[config.mk]
export PLATFORM = sky130hd
export DESIGN_NAME = lookup_req_arbiter_flat
export DESIGN_NICKNAME = d
export VERILOG_FILES = /design/src/rtl/lookup_req_arbiter_pkg.sv /design/src/rtl/lookup_req_arbiter_if.sv /design/src/rtl/lookup_req_arbiter_tag.sv /design/src/rtl/lookup_req_arbiter.sv /design/src/flat_wrapper.sv
export SDC_FILE = /design/constraint.sdc
export NUM_CORES = 1
export LEC_CHECK = 0
export CAP_MARGIN = 5
export CORE_ASPECT_RATIO = 1.75
export CORE_UTILIZATION = 35
export DETAILED_ROUTE_END_ITERATION = 12
export PLACE_DENSITY = 0.69
export SLEW_MARGIN = 20
export SYNTH_ARGS = -nofsm -noshare
export SYNTH_HDL_FRONTEND = slang
export SYNTH_HIERARCHICAL = 1
export SYNTH_SLANG_ARGS = --single-unit
[constraint.sdc]
create_clock -name clk -period 3 [get_ports clk]
set_input_delay 0.75 -clock clk [delete_from_list [all_inputs] [get_ports clk]]
set_output_delay 0.75 -clock clk [all_outputs]
set_load 0.01 [all_outputs]
[src/rtl/lookup_req_arbiter_pkg.sv]
// lookup_req_arbiter_pkg: shared path-data layout, error-bit indices and arbiter state type
package lookup_req_arbiter_pkg;
    localparam int PATH_W       = 144;
    localparam int NH_MAC_W     = 48;
    localparam int NH_QP_W      = 16;
    localparam int NH_PORT_W    = 16;
    localparam int NH_IP_W      = 32;
    localparam int OUT_QP_W     = 16;
    localparam int OUT_PORT_W   = 16;
    localparam int NH_MAC_LSB   = 0;
    localparam int NH_QP_LSB    = NH_MAC_LSB + NH_MAC_W;
    localparam int NH_PORT_LSB  = NH_QP_LSB + NH_QP_W;
    localparam int NH_IP_LSB    = NH_PORT_LSB + NH_PORT_W;
    localparam int OUT_QP_LSB   = NH_IP_LSB + NH_IP_W;
    localparam int OUT_PORT_LSB = OUT_QP_LSB + OUT_QP_W;
    localparam int ERR_SPURIOUS = 0;
    localparam int ERR_TIMEOUT  = 1;
    typedef enum logic {HOLD, RUN} arb_state_t;
endpackage

[src/rtl/lookup_req_arbiter_if.sv]
// lookup_req_arbiter_if: requester-side and lookup-side handshake bundle of the arbiter
interface lookup_req_arbiter_if
    import lookup_req_arbiter_pkg::*;
#(
    parameter int NUM_REQ = 4
);
    logic [NUM_REQ-1:0]   req_valid;
    logic [NUM_REQ-1:0]   req_ready;
    logic [4*NUM_REQ-1:0] req_src_sw;
    logic [6*NUM_REQ-1:0] req_dst_host;
    logic                 lk_req_valid;
    logic [3:0]           lk_src_sw;
    logic [5:0]           lk_dst_host;
    logic                 lk_resp_valid;
    logic                 lk_path_valid;
    logic [PATH_W-1:0]    lk_path_data;
    logic [NUM_REQ-1:0]   rsp_valid;
    logic                 rsp_path_valid;
    logic [PATH_W-1:0]    rsp_path_data;
    modport slave (
        input  req_valid, req_src_sw, req_dst_host, lk_resp_valid, lk_path_valid, lk_path_data,
        output req_ready, lk_req_valid, lk_src_sw, lk_dst_host, rsp_valid, rsp_path_valid, rsp_path_data
    );
    modport master (
        output req_valid, req_src_sw, req_dst_host, lk_resp_valid, lk_path_valid, lk_path_data,
        input  req_ready, lk_req_valid, lk_src_sw, lk_dst_host, rsp_valid, rsp_path_valid, rsp_path_data
    );
endinterface

[src/rtl/lookup_req_arbiter_tag.sv]
// lookup_tag_fifo: in-order FIFO of requester tags for outstanding lookups, count-based full/empty
module lookup_tag_fifo #(
    parameter int DEPTH = 8,
    parameter int W     = 2
) (
    input  logic                     clk,
    input  logic                     rst_n,
    input  logic                     flush,
    input  logic                     push,
    input  logic [W-1:0]             din,
    input  logic                     pop,
    output logic [W-1:0]             head,
    output logic [$clog2(DEPTH):0]   count,
    output logic                     empty,
    output logic                     full
);
    localparam int AW = $clog2(DEPTH);
    logic [W-1:0]  mem [DEPTH];
    logic [AW-1:0] wp, rp;
    logic          wr, rd;
    assign empty = count == '0;
    assign full  = count == (AW+1)'(DEPTH);
    assign wr    = push && !full;
    assign rd    = pop && !empty;
    assign head  = mem[rp];
    // pointers wrap naturally; the count alone decides full and empty
    always_ff @(posedge clk or negedge rst_n) begin
        if (!rst_n) begin
            wp    <= '0;
            rp    <= '0;
            count <= '0;
        end else if (flush) begin
            wp    <= '0;
            rp    <= '0;
            count <= '0;
        end else begin
            wp    <= wr ? wp + 1'b1 : wp;
            rp    <= rd ? rp + 1'b1 : rp;
            count <= count + (AW+1)'(wr) - (AW+1)'(rd);
        end
    end
    // tag storage, no reset needed since reads are qualified by the count
    always_ff @(posedge clk) begin
        if (wr) mem[wp] <= din;
    end
endmodule

[src/rtl/lookup_req_arbiter.sv]
// lookup_req_arbiter: round-robin sharing of the lookup port with in-order response routing (optional watchdog: LOOKUP_ARB_TIMEOUT_EN)
module lookup_req_arbiter
    import lookup_req_arbiter_pkg::*;
#(
    parameter int NUM_REQ     = 4,
    parameter int TAG_DEPTH   = 8,
    parameter int TIMEOUT_CYC = 64
) (
    input  logic                       clk,
    input  logic                       rst_n,
    input  logic                       system_ready,
    lookup_req_arbiter_if.slave        rif,
    output logic [$clog2(TAG_DEPTH):0] outstanding,
    output logic [1:0]                 err_sticky
);
    localparam int TW = $clog2(NUM_REQ);
    arb_state_t    state;
    logic [TW-1:0] ptr, win, head;
    logic          hit, grant_en, push, pop, spur, flush, empty, full;
    // first valid requester after the last grant, wrapping at NUM_REQ-1
    always_comb begin
        win = '0;
        hit = 1'b0;
        for (int k = 1; k <= NUM_REQ; k++) begin
            if (!hit && rif.req_valid[(int'(ptr) + k) % NUM_REQ]) begin
                hit = 1'b1;
                win = TW'((int'(ptr) + k) % NUM_REQ);
            end
        end
    end
    assign grant_en      = state == RUN && system_ready && !full && !flush;
    assign rif.req_ready = (grant_en && hit) ? NUM_REQ'(1) << win : '0;
    assign push          = |rif.req_ready;
    assign pop           = rif.lk_resp_valid && !empty && !flush;
    assign spur          = rif.lk_resp_valid && (empty || flush);
    lookup_tag_fifo #(.DEPTH(TAG_DEPTH), .W(TW)) u_tags (
        .clk   (clk),
        .rst_n (rst_n),
        .flush (flush),
        .push  (push),
        .din   (win),
        .pop   (pop),
        .head  (head),
        .count (outstanding),
        .empty (empty),
        .full  (full)
    );
`ifdef LOOKUP_ARB_TIMEOUT_EN
    localparam int CW = $clog2(TIMEOUT_CYC + 1);
    logic [CW-1:0] tmo;
    assign flush = tmo == CW'(TIMEOUT_CYC);
    // watchdog counts silent cycles while lookups are in flight
    always_ff @(posedge clk or negedge rst_n) begin
        if (!rst_n) tmo <= '0;
        else        tmo <= (outstanding != '0 && !rif.lk_resp_valid && !flush) ? tmo + 1'b1 : '0;
    end
`else
    assign flush = 1'b0;
`endif
    // state, round-robin pointer, registered lookup request/response and sticky errors
    always_ff @(posedge clk or negedge rst_n) begin
        if (!rst_n) begin
            state              <= HOLD;
            ptr                <= TW'(NUM_REQ - 1);
            rif.lk_req_valid   <= 1'b0;
            rif.lk_src_sw      <= '0;
            rif.lk_dst_host    <= '0;
            rif.rsp_valid      <= '0;
            rif.rsp_path_valid <= 1'b0;
            rif.rsp_path_data  <= '0;
            err_sticky         <= '0;
        end else begin
            state                   <= system_ready ? RUN : HOLD;
            ptr                     <= push ? win : ptr;
            rif.lk_req_valid        <= push;
            rif.lk_src_sw           <= push ? rif.req_src_sw[int'(win)*4 +: 4] : rif.lk_src_sw;
            rif.lk_dst_host         <= push ? rif.req_dst_host[int'(win)*6 +: 6] : rif.lk_dst_host;
            rif.rsp_valid           <= pop ? NUM_REQ'(1) << head : '0;
            rif.rsp_path_valid      <= pop && rif.lk_path_valid;
            rif.rsp_path_data       <= pop ? rif.lk_path_data : rif.rsp_path_data;
            err_sticky[ERR_SPURIOUS] <= err_sticky[ERR_SPURIOUS] | spur;
            err_sticky[ERR_TIMEOUT]  <= err_sticky[ERR_TIMEOUT] | flush;
        end
    end
endmodule

[src/flat_wrapper.sv]
// flat-port wrapper written by rule: the top's interface ports become plain ports
module lookup_req_arbiter_flat import lookup_req_arbiter_pkg::*;
#(
    parameter int NUM_REQ     = 4,
    parameter int TAG_DEPTH   = 8,
    parameter int TIMEOUT_CYC = 64
)
  (clk, rst_n, system_ready, outstanding, err_sticky, rif_req_valid, rif_req_src_sw, rif_req_dst_host, rif_lk_resp_valid, rif_lk_path_valid, rif_lk_path_data, rif_req_ready, rif_lk_req_valid, rif_lk_src_sw, rif_lk_dst_host, rif_rsp_valid, rif_rsp_path_valid, rif_rsp_path_data);
  lookup_req_arbiter_if #(.NUM_REQ(NUM_REQ)) rif_i ();
  input  logic clk;
  input  logic rst_n;
  input  logic system_ready;
  output logic [$clog2(TAG_DEPTH):0] outstanding;
  output logic [1:0] err_sticky;
  input wire logic [$bits(rif_i.req_valid)-1:0] rif_req_valid;
  input wire logic [$bits(rif_i.req_src_sw)-1:0] rif_req_src_sw;
  input wire logic [$bits(rif_i.req_dst_host)-1:0] rif_req_dst_host;
  input wire logic [$bits(rif_i.lk_resp_valid)-1:0] rif_lk_resp_valid;
  input wire logic [$bits(rif_i.lk_path_valid)-1:0] rif_lk_path_valid;
  input wire logic [$bits(rif_i.lk_path_data)-1:0] rif_lk_path_data;
  output wire logic [$bits(rif_i.req_ready)-1:0] rif_req_ready;
  output wire logic [$bits(rif_i.lk_req_valid)-1:0] rif_lk_req_valid;
  output wire logic [$bits(rif_i.lk_src_sw)-1:0] rif_lk_src_sw;
  output wire logic [$bits(rif_i.lk_dst_host)-1:0] rif_lk_dst_host;
  output wire logic [$bits(rif_i.rsp_valid)-1:0] rif_rsp_valid;
  output wire logic [$bits(rif_i.rsp_path_valid)-1:0] rif_rsp_path_valid;
  output wire logic [$bits(rif_i.rsp_path_data)-1:0] rif_rsp_path_data;
  assign rif_i.req_valid = rif_req_valid;
  assign rif_i.req_src_sw = rif_req_src_sw;
  assign rif_i.req_dst_host = rif_req_dst_host;
  assign rif_i.lk_resp_valid = rif_lk_resp_valid;
  assign rif_i.lk_path_valid = rif_lk_path_valid;
  assign rif_i.lk_path_data = rif_lk_path_data;
  assign rif_req_ready = rif_i.req_ready;
  assign rif_lk_req_valid = rif_i.lk_req_valid;
  assign rif_lk_src_sw = rif_i.lk_src_sw;
  assign rif_lk_dst_host = rif_i.lk_dst_host;
  assign rif_rsp_valid = rif_i.rsp_valid;
  assign rif_rsp_path_valid = rif_i.rsp_path_valid;
  assign rif_rsp_path_data = rif_i.rsp_path_data;
  lookup_req_arbiter #(.NUM_REQ(NUM_REQ), .TAG_DEPTH(TAG_DEPTH), .TIMEOUT_CYC(TIMEOUT_CYC)) u_core (.clk(clk), .rst_n(rst_n), .system_ready(system_ready), .rif(rif_i), .outstanding(outstanding), .err_sticky(err_sticky));
endmodule
# Yosys cells after proc, flatten, opt, wreduce, memory -nomap -nowiden
# Memory sizes are Yosys's and may differ from the RTL's.
# Index checks and enable logic that the tools add are counted.
totals:
  mem_count: 1
  mem_bits_rw: 16
  register_bits: 174
  out_inout_bits: 170
  word_cells: 83
  in_bits: 193
memory_table:
  columns: ["memory", "depth", "word_bits", "read_ports", "rd_ports_with_merged_regs", "wr", "line", "source"]
  rows:
  - ["u_core.u_tags.mem", 8, 2, 1, 0, 1, "lookup_req_arbiter_tag.sv:18", "logic [W-1:0] mem [DEPTH];"]
classes:
  n_lt_le_gt_ge: 4
  mux: 25
  bitwise: 5
  multipliers: 1
  shifts: 4
  reduce_logical: 22
  n_eq_ne: 1
  n_addsub: 8
ops:
  columns: ["op", "n"]
  rows:
  - ["variable part select 24 x 32 -> 6 bit", 1]
  - ["< comparator 3 x 4 -> 1 bit, second input constant", 4]
  - ["variable part select 16 x 5 -> 4 bit", 1]
  - ["two-way mux 1 bit", 15]
  - ["logical AND 1 bit", 11]
  - ["binary-select mux 1 bit (select 2 bit)", 4]
  - ["two-way mux 2 bit", 4]
  - ["two-way mux 4 bit", 2]
  - ["OR reduction 2 bit", 4]
  - ["<< shifter 1 x 2 -> 4 bit, first input constant", 2]
  - ["adder 3 x 1 -> 3 bit, second input constant", 2]
  - ["zero test 1 bit", 5]
  - ["adder 2 x 1 -> 2 bit, second input constant", 2]
  - ["adder 2 bit, second input constant", 2]
  - ["adder 4 x 1 -> 4 bit", 1]
  - ["bitwise AND 1 bit, first input constant", 4]
  - ["== test 4 bit, second input constant", 1]
  - ["zero test 4 bit", 1]
  - ["multiplier 2 x 2 -> 4 bit, second input constant", 1]
  - ["OR reduction 4 bit", 1]
  - ["subtractor 4 x 1 -> 4 bit", 1]
  - ["bitwise OR 1 bit", 1]

# Logic depth before layout (Yosys ltp)
# Gate-level depths: netlist (run 1).
depth:
  depth_word: 22
  ltp_mapped: 14

# Hierarchy
# Netlist (run 1), hierarchy kept.
by_module_without_submodules:
  columns: ["module", "area_per_inst_um2", "n_inst", "cells_per_inst", "seq_area_each_um2"]
  rows:
  - ["lookup_req_arbiter", 6556.3, 1, 436, 4106.4]
  - ["lookup_tag_fifo", 1276.2, 1, 95, 730.7]

# Worst setup path before layout (run 1)
# OpenSTA, ideal clock, no wires.
synth_path:
  path_type: "register -> register"
  start: "register u_core.u_tags.count[2]"
  end: "register u_core.u_tags.count[1]"
  arrival_time_ns: 2.780
  stages_incl_launch_ff: 14
  path_buffers: 3
  setup_ns: 0.118
  setup_slack_ns: 0.102
  period_less_slack_ns: 2.898
  path_cell_list: "dfrtp_1 inv_1 ha_1 nor3b_2 nor2b_1 clkbuf_1 clkbuf_1 buf_2 nor2b_1 ha_1 inv_1 ha_1 fa_1 nor2b_1"
synth_between:
  elab_cells_between_ends: 13
  cone_classes: "add/sub (2); eq/ne (1); mux (1); reduce/logical (9)"
synth_lines:
  columns: ["item", "line", "source"]
  rows:
  - ["from (decl)", "lookup_req_arbiter_tag.sv:13", "output logic [$clog2(DEPTH):0] count,"]
  - ["from (signal assigned)", "lookup_req_arbiter_tag.sv:39", "count <= count + (AW+1)'(wr) - (AW+1)'(rd);"]
  - ["zero test 4 bit", "lookup_req_arbiter_tag.sv:21", "assign empty = count == '0;"]
  - ["net u_core.empty", "lookup_req_arbiter.sv:19", "logic hit, grant_en, push, pop, spur, flush, empty, full;"]
  - ["zero test 1 bit", "lookup_req_arbiter.sv:34", "assign pop = rif.lk_resp_valid && !empty && !flush;"]
  - ["logical AND 1 bit", "lookup_req_arbiter.sv:34", null]
  - ["net u_core.pop", "lookup_req_arbiter.sv:19", null]
  - ["logical AND 1 bit", "lookup_req_arbiter_tag.sv:24", "assign rd = pop && !empty;"]
  - ["subtractor 4 x 1 -> 4 bit", "lookup_req_arbiter_tag.sv:39", null]
# The timed path passes the listed nets, and every way through them passes these cells.
# A chain may end at the register's enable or synchronous reset.

# Final worst setup path (run 1)
layout_path:
  start: "input port rif_req_valid[3]"
  end: "output port rif_req_ready[1]"
layout_between:
  elab_chain_len: 15
  elab_cells_between_ends: 29
  cone_classes: "shift (1); mux (21); reduce/logical (7)"
layout_rtl:
  columns: ["item", "line", "source"]
  rows:
  - ["from (decl)", "flat_wrapper.sv:15", "input wire logic [$bits(rif_i.req_valid)-1:0] rif_req_valid;"]
  - ["binary-select mux 1 bit (select 2 bit)", "lookup_req_arbiter.sv:25", "if (!hit && rif.req_valid[(int'(ptr) + k) % NUM_REQ]) begin"]
  - ["two-way mux 1 bit (implied by the code) (2 in a row)", "lookup_req_arbiter.sv:25", null]
  - ["two-way mux 1 bit", "lookup_req_arbiter.sv:25", null]
  - ["zero test 1 bit", "lookup_req_arbiter.sv:25", null]
  - ["logical AND 1 bit", "lookup_req_arbiter.sv:25", null]
  - ["two-way mux 1 bit", "lookup_req_arbiter.sv:25", null]
  - ["zero test 1 bit", "lookup_req_arbiter.sv:25", null]
  - ["logical AND 1 bit", "lookup_req_arbiter.sv:25", null]
  - ["two-way mux 1 bit", "lookup_req_arbiter.sv:25", null]
  - ["zero test 1 bit", "lookup_req_arbiter.sv:25", null]
  - ["logical AND 1 bit", "lookup_req_arbiter.sv:25", null]
  - ["two-way mux 2 bit or two-way mux 1 bit (tied branches)", "lookup_req_arbiter.sv:25", null]
  - ["<< shifter 1 x 2 -> 4 bit or logical AND 1 bit (tied branches)", "lookup_req_arbiter.sv:32", "assign rif.req_ready = (grant_en && hit) ? NUM_REQ'(1) << win : '0;"]
  - ["two-way mux 4 bit (*)", "lookup_req_arbiter.sv:32", null]
  - ["to (decl)", "flat_wrapper.sv:21", "output wire logic [$bits(rif_i.req_ready)-1:0] rif_req_ready;"]
# Mark *: on every way between the ends. The rest lies on a longest branch, timed or not. The select of a mux whose other input is x is not followed.

==> results of run 1 <==
[registers in the layout, indices dropped and copies added, names as in the netlist, 2 cells and up]
| name | flops |
|---|---|
| u_core/rif.rsp_path_data | 144 |
| u_core/rif.rsp_valid | 4 |
| u_core/u_tags/rp | 3 |
| u_core/rif.lk_dst_host | 6 |
| u_core/ptr | 2 |
| u_core/u_tags/count | 4 |
| u_core/rif.lk_src_sw | 4 |
| u_core/u_tags/wp | 3 |
| u_core/u_tags/mem | 16 |
[metal layers]
metal  routed length, um  global-route usage  vias up
met2               11710              0.3452      233
met1                7038              0.1813     2808
met5                   0                   0        -
met4                 670             0.09187        0
met3                1401             0.05314       39
li1                    -                   -     2656
[logic make-up after synthesis]
logic type / Yosys count / share of synthesized area
other cells: 1 / 0.0004788
compound gates: 52 / 0.05112
buf+inv: 39 / 0.02268
simple gates: 77 / 0.05288
fa+ha+maj: 9 / 0.01534
flops: 190 / 0.6176
xor+xnor: 1 / 0.001118
mux: 162 / 0.2388
[layout by cell type (no fill, tap or decap), types with 7 or more instances in the layout]
master           Yosys  layout
ha_1                 8       8
mux2_2             147     147
a211o_1             11      11
clkdlybuf4s50_1      0     354
nor2_1              16      16
dfrtp_1            172     172
nand4_1             10      10
edfxtp_1            16      16
a21oi_1              7       7
clkbuf_16            0      17
o31ai_1             10      10
buf_4                2      20
mux2i_1             11      11
nand2_1             20      19
[worst reg2reg max path, cell delays in order (launching register included)]
cell     delay, ns
dfrtp_1       0.36
inv_2         0.05
ha_1          0.19
or3b_4        0.27
inv_4         0.05
a211o_1       0.27
inv_2         0.08
buf_4         0.14
nand2_1       0.06
ha_1          0.26
inv_1         0.04
ha_1          0.20
fa_1          0.38
xnor2_1       0.16
nor2_1        0.05
[final cells by class]
cell class	count	area, sq um	share of cell area
multi-input cells	306	2855	0.2282
inverters	9	36.28	0.002900
clock buffers	24	501.7	0.04010
well taps	296	370.4	0.02960
clock inverters	5	103.9	0.008301
repair buffers	384	3806	0.3042
flip-flops and latches	190	4837	0.3866
[stage by stage]
step / setup WS (ns) / utilization / power (uW) / cells / hold slack (ns)
final: 0.09339 / 0.5668 / 12390 / 1214 / 0.2376
after global routing: 0.0005822 / 0.5668 / 13120 / 1214 / 0.2459
after CTS: 0.004160 / 0.5663 / 12560 / 1213 / 0.2336
after detailed placement: -0.4300 / 0.5388 / 10160 / 1183 / 0.4574
after global placement: -0.3680 / 0.5388 / 10060 / 1183 / 0.4428
after floorplan: 0.1020 / - / 7025 / 535 / 0.4501
[worst max-delay path by stage]
stage	startpoint	endpoint	slack, ns
2_1_floorplan	u_core/u_tags/count[2]	u_core/u_tags/count[1]	0.10
3_3_place_gp	rif_req_valid[1]	rif_req_ready[0]	-0.37
3_5_place_dp	rif_req_valid[1]	rif_req_ready[0]	-0.43
4_1_cts	u_core/u_tags/count[2]	rif_req_ready[3]	0.004
5_1_grt	rif_req_valid[3]	rif_req_ready[0]	0.0006
6_report	rif_req_valid[3]	rif_req_ready[1]	0.09
[repair_timing]
| action | CTS | global route |
|---|---|---|
| pin swaps | 3 | 4 |
| hold endpoints to repair | 0 | 0 |
| gates resized for setup | 16 | 7 |
| buffers inserted | 1 | 1 |
| gates cloned | 0 | 0 |
| setup endpoints to repair | 4 | 3 |
[power groups by stage]
stage | Clock [uW] | Combinational (uW) | Sequential (uW)
3_5_place_dp | 0 | 5780 | 4380
3_3_place_gp | 0 | 5730 | 4330
2_1_floorplan | 0 | 2150 | 4880
5_1_grt | 2510 | 6120 | 4490
6_report | 2330 | 5730 | 4330
4_1_cts | 2410 | 5800 | 4350
==> flow_summary.toml, run 1 <==
[synthesis]
synth_top_area_cell = "dfrtp_1"
synth_cell_types = 46
synth_most_common_cell = "dfrtp_1"
synth-seq-cells = 190
synth_edf_count = 16
ys_async_sr_fraction = 0.9158
synth_common_cells = "172 x dfrtp_1, 147 x mux2_2, 20 x nand2_1"
ys.flop_type = "dfrtp_1"
syn_area_per_cell_sq_um = 14.75
synth-seq-area-share = 0.6176
synth_top_area_frac = 0.5495
synth_area_sq_mm = 0.007833
synth.area.top_cells = "dfrtp_1 55%, mux2_2 21%, edfxtp_1 6.1%"
syn_inst = 531
yosys_warnings = 6

[final_layout]
drive_above_1_share = 0.2440
antenna-diode-count = 0
final_nets = 1110
syn2layout_area_growth_pct = 59.73
post-route-cell-area_sq_mm = 0.01251
fillers = 1879

[clock_tree]
cts_max_level = 4
cts_inserted_buffers = 17
clk_pin_slew_worst_paths_ns = 0.06
insertion_delay_ns = 0.44
clkSinkCount = 190
clk_path_buf_depth = 2
cts_root_buffer = "clkbuf_16"
cts_hold_buf = 0
cts_tree = "yes"

[timing]
fin_crit_ns = 2.907
setup_viol = 0
rsz0062_at_grt = "no"
fin_tns_setup_ns = 0
slew_violations = 0
fmax_mhz = 344.0
final_hold_viol_count = 0
maxSlewHeadroom = 0.4612
clock_skew_ns = 0.008513
post-route-period-util = 0.9689
tightest_slew_ns = 0.8082

[worst_setup_path]
path_depth = 8
worstSetupPathType = "primary input to output pin"
path_cells = "clkdlybuf4s50_1 > nor2b_1 > buf_4 > nor2_1 > a21oi_2 > buf_4 > nor3_1 > buf_2"
cp_data_arrival_time_ns = 2.16
cpPeakStageDelay_ns = 0.41
worst_path_max_delay_cell = "clkdlybuf4s50_1"
rr_startpoint = "u_core/u_tags/count[2]"
cp_top_family = "buffers and inverters"
path_buf_inv = 4
r2r_end = "u_core/u_tags/count[2]"
startpoint_type = "primary input"
required_ns = 2.25
crit_fanout = 3
cpMostUsedCell = "buf_4"
worstRegToRegCells = 14
end_kind = "output pin"
r2r_setup_slack_ns = 0.34

[power]
switching_share = 0.3008
pwr-share-seq = 0.349
ir_worst_vdd_mv = 0.4482
combPwrFrac = 0.462
power.density_mw_per_mm2 = 990.5
pwr-share-clk = 0.188
power_leakage_uw = 0.005118
p_sw_uw = 3728
p_int_uw = 8665

[die]
die_h_um = 199.9
die_x_um = 115.1
coreArea_sq_mm = 0.02207
ios = 363
rows = 72
fp.dieArea_sq_mm = 0.02300
initial_core_util = 0.3549

[routing]
dr.first_iter.drc_count = 215
vias = 5736
wl_per_cell_um = 17.15
antenna_left = 0
finalWirelength_mm = 20.82
drc = 0
viasPerCell = 4.725
firstDrtPassIters = 5

[global_routing]
globalRouteOverflowTotal = 0
grt_pass1_vias = 5934
antenna_found_initial = 0
grt_usage = 0.1841
grt_max_degree = 151
grt_first_pass_wirelength_mm = 31.45

[run]
cap_violations = 0

[place]
dpl_cell_area_sq_mm = 0.01189
hpwl_mm = 15.65
io_buffers = 361
gp_congestion = 0.8178

[run_status]
status = "finished, final reports clean"

[hold_path]
min_path_type = "primary input to asynchronous set/reset pin"
No activity file was read; power rests on OpenSTA's default activity.
==> inputs of run 2 (changes only) <==
Settings changed: HOLD_SLACK_MARGIN set to 0.06, SLEW_MARGIN 20 to unset.
==> results of run 2 <==
No change in the layout: final DEF, timing and power equal those of run 1.
==> inputs of run 3 (changes only) <==
Settings changed: ABC_AREA set to 0, DONT_BUFFER_PORTS set to 1, GPL_ROUTABILITY_DRIVEN set to 1, PLACE_DENSITY 0.69 to 0.48.
==> flow_summary.toml, run 3 (synthesized netlist as in run 1, its figures left out) <==
[routing]
drc = 0
viasPerCell = 5.096
vias = 4306
antenna_left = 0
dr.first_iter.drc_count = 158
firstDrtPassIters = 4
finalWirelength_mm = 17.62
wl_per_cell_um = 20.85

[timing]
tightest_slew_ns = 0.8400
fin_crit_ns = 2.838
final_hold_viol_count = 0
clock_skew_ns = 0.009931
slew_violations = 0
rsz0062_at_grt = "no"
setup_viol = 0
fin_tns_setup_ns = 0
fmax_mhz = 352.4
maxSlewHeadroom = 0.4400
fin_ws_ns = 0.1622
post-route-period-util = 0.9459

[clock_tree]
cts_max_level = 4
clkSinkCount = 190
clk_pin_slew_worst_paths_ns = 0.07
cts_inserted_buffers = 17
clk_path_buf_depth = 2
cts_root_buffer = "clkbuf_16"
insertion_delay_ns = 0.42
cts_tree = "yes"

[global_routing]
antenna_found_initial = 0
grt_first_pass_wirelength_mm = 25.26
top_usage_layer = "met2"
grt_use_met3 = 0.03835
use_met1 = 0.1343
met2_usage = 0.2965
grt_max_degree = 175
grt_pass1_vias = 4502
globalRouteOverflowTotal = 0
grt_usage = 0.1492

[die]
die_x_um = 115.1
die_h_um = 199.9
coreArea_sq_mm = 0.02207
rows = 72
ios = 363
fp.dieArea_sq_mm = 0.02300
initial_core_util = 0.3549

[worst_setup_path]
worstSetupPathType = "flip-flop to output pin"
startpoint_type = "flip-flop"
required_ns = 2.25
end_kind = "output pin"
crit_fanout = 8
cp_data_arrival_time_ns = 2.09

[final_layout]
antenna-diode-count = 0
most-common-layout-cells = "172 x dfrtp_1, 147 x mux2_2, 19 x nand2_1"
final_cells = 845
syn2layout_area_growth_pct = 11.73
drive_above_1_share = 0.3843
largest_reg_flops = 144
post-route-util = 0.3965
layout_commonest_cell = "dfrtp_1"
final_nets = 738
largest-register = "u_core/rif.rsp_path_data"
top_regs = "u_core/rif.rsp_path_data: 144 flops, u_core/u_tags/mem: 16 flops, u_core/rif.lk_dst_host: 6 flops"

[power]
power_leakage_uw = 0.003613
ir_worst_vdd_mv = 0.4279
power.density_mw_per_mm2 = 1111
p_total_uw = 9722

[place]
hpwl_mm = 12.90
gp_congestion = 0.8123
post-place-ws_ns = 0.2567
io_buffers = 0
dpl.cell_count = 812

[hold_path]
min_path_type = "primary input to asynchronous set/reset pin"

[run_status]
status = "finished, final reports clean"

[run]
cap_violations = 0
==> run 3: cell types whose count changed in the layout (fill, tap and decap cells not counted), sizes merged <==
cell,delta
buf,-15
dlygate4sd2,-1
clkinv,+5
inv,+3
clkdlybuf4s50,-354
bufinv,-3
clkinvlp,+2
dlymetal6s2s,-1
clkbuf,-5
==> run 3: layout make-up <==
class / instances / area [sq um]
repair buffers: 12 / 102.6
inverters: 9 / 33.78
flip-flops and latches: 190 / 4837
clock buffers: 20 / 456.7
fillers: 2050 / 13320
multi-input cells: 306 / 2867
well taps: 296 / 370.4
clock inverters: 12 / 83.83
==> run 3: what timing repair did <==
action	in CTS	in global routing
endpoints found under the setup margin	2	3
endpoints found under the hold margin	172	172
pin swaps	0	0
cloned	0	0
resized for setup	5	1
buffers inserted	1	0
==> run 3: stage by stage <==
step	cell area [sq um]	hold slack, ns
final	8751	0.01951
after global routing	8751	-0.01965
after CTS	8742	-0.01644
after detailed placement	8177	0.4583
after global placement	8177	0.4574
after floorplan	7848	0.4501
==> run 3: per-layer routing <==
layer / wire length [um] / share of wire / vias up
li1: - / - / 1913
met1: 5632 / 0.32 / 2156
met2: 10450 / 0.59 / 217
met3: 1122 / 0.064 / 20
met4: 413 / 0.023 / 0
met5: 0 / 0 / -
==> run 3: power by group <==
group | leakage (uW) | internal, uW | total (uW) | switching (uW)
combinational | 0.00113 | 1430 | 2480 | 1050
sequential | 0.00222 | 3770 | 5160 | 1390
clock | 0.000267 | 1110 | 2080 | 967
==> run 3: critical path, stage by stage, from the launching register on <==
cell and delay (ns):
dfrtp_1 0.45, ha_1 0.20, or3b_4 0.25, inv_1 0.09, a211o_4 0.31, inv_2 0.09
nand2_4 0.10, nor2_2 0.16
==> run 3: worst paths after layout <==
check	cells after the start	to	startpoint	slack (ns)
worst max-delay path	7	rif_req_ready[3]	u_core/u_tags/count[3]	0.16
worst max register to register	13	u_core/u_tags/count[2]	u_core/u_tags/count[3]	0.19
max in group asynchronous	0	u_core/ptr[1]	rst_n	2.75
worst min-delay path	0	u_core/rif.rsp_path_data[36]	rst_n	0.02
worst min register to register	2	u_core/ptr[0]	u_core/ptr[0]	0.48
min in group clk	0	u_core/state	system_ready	0.35
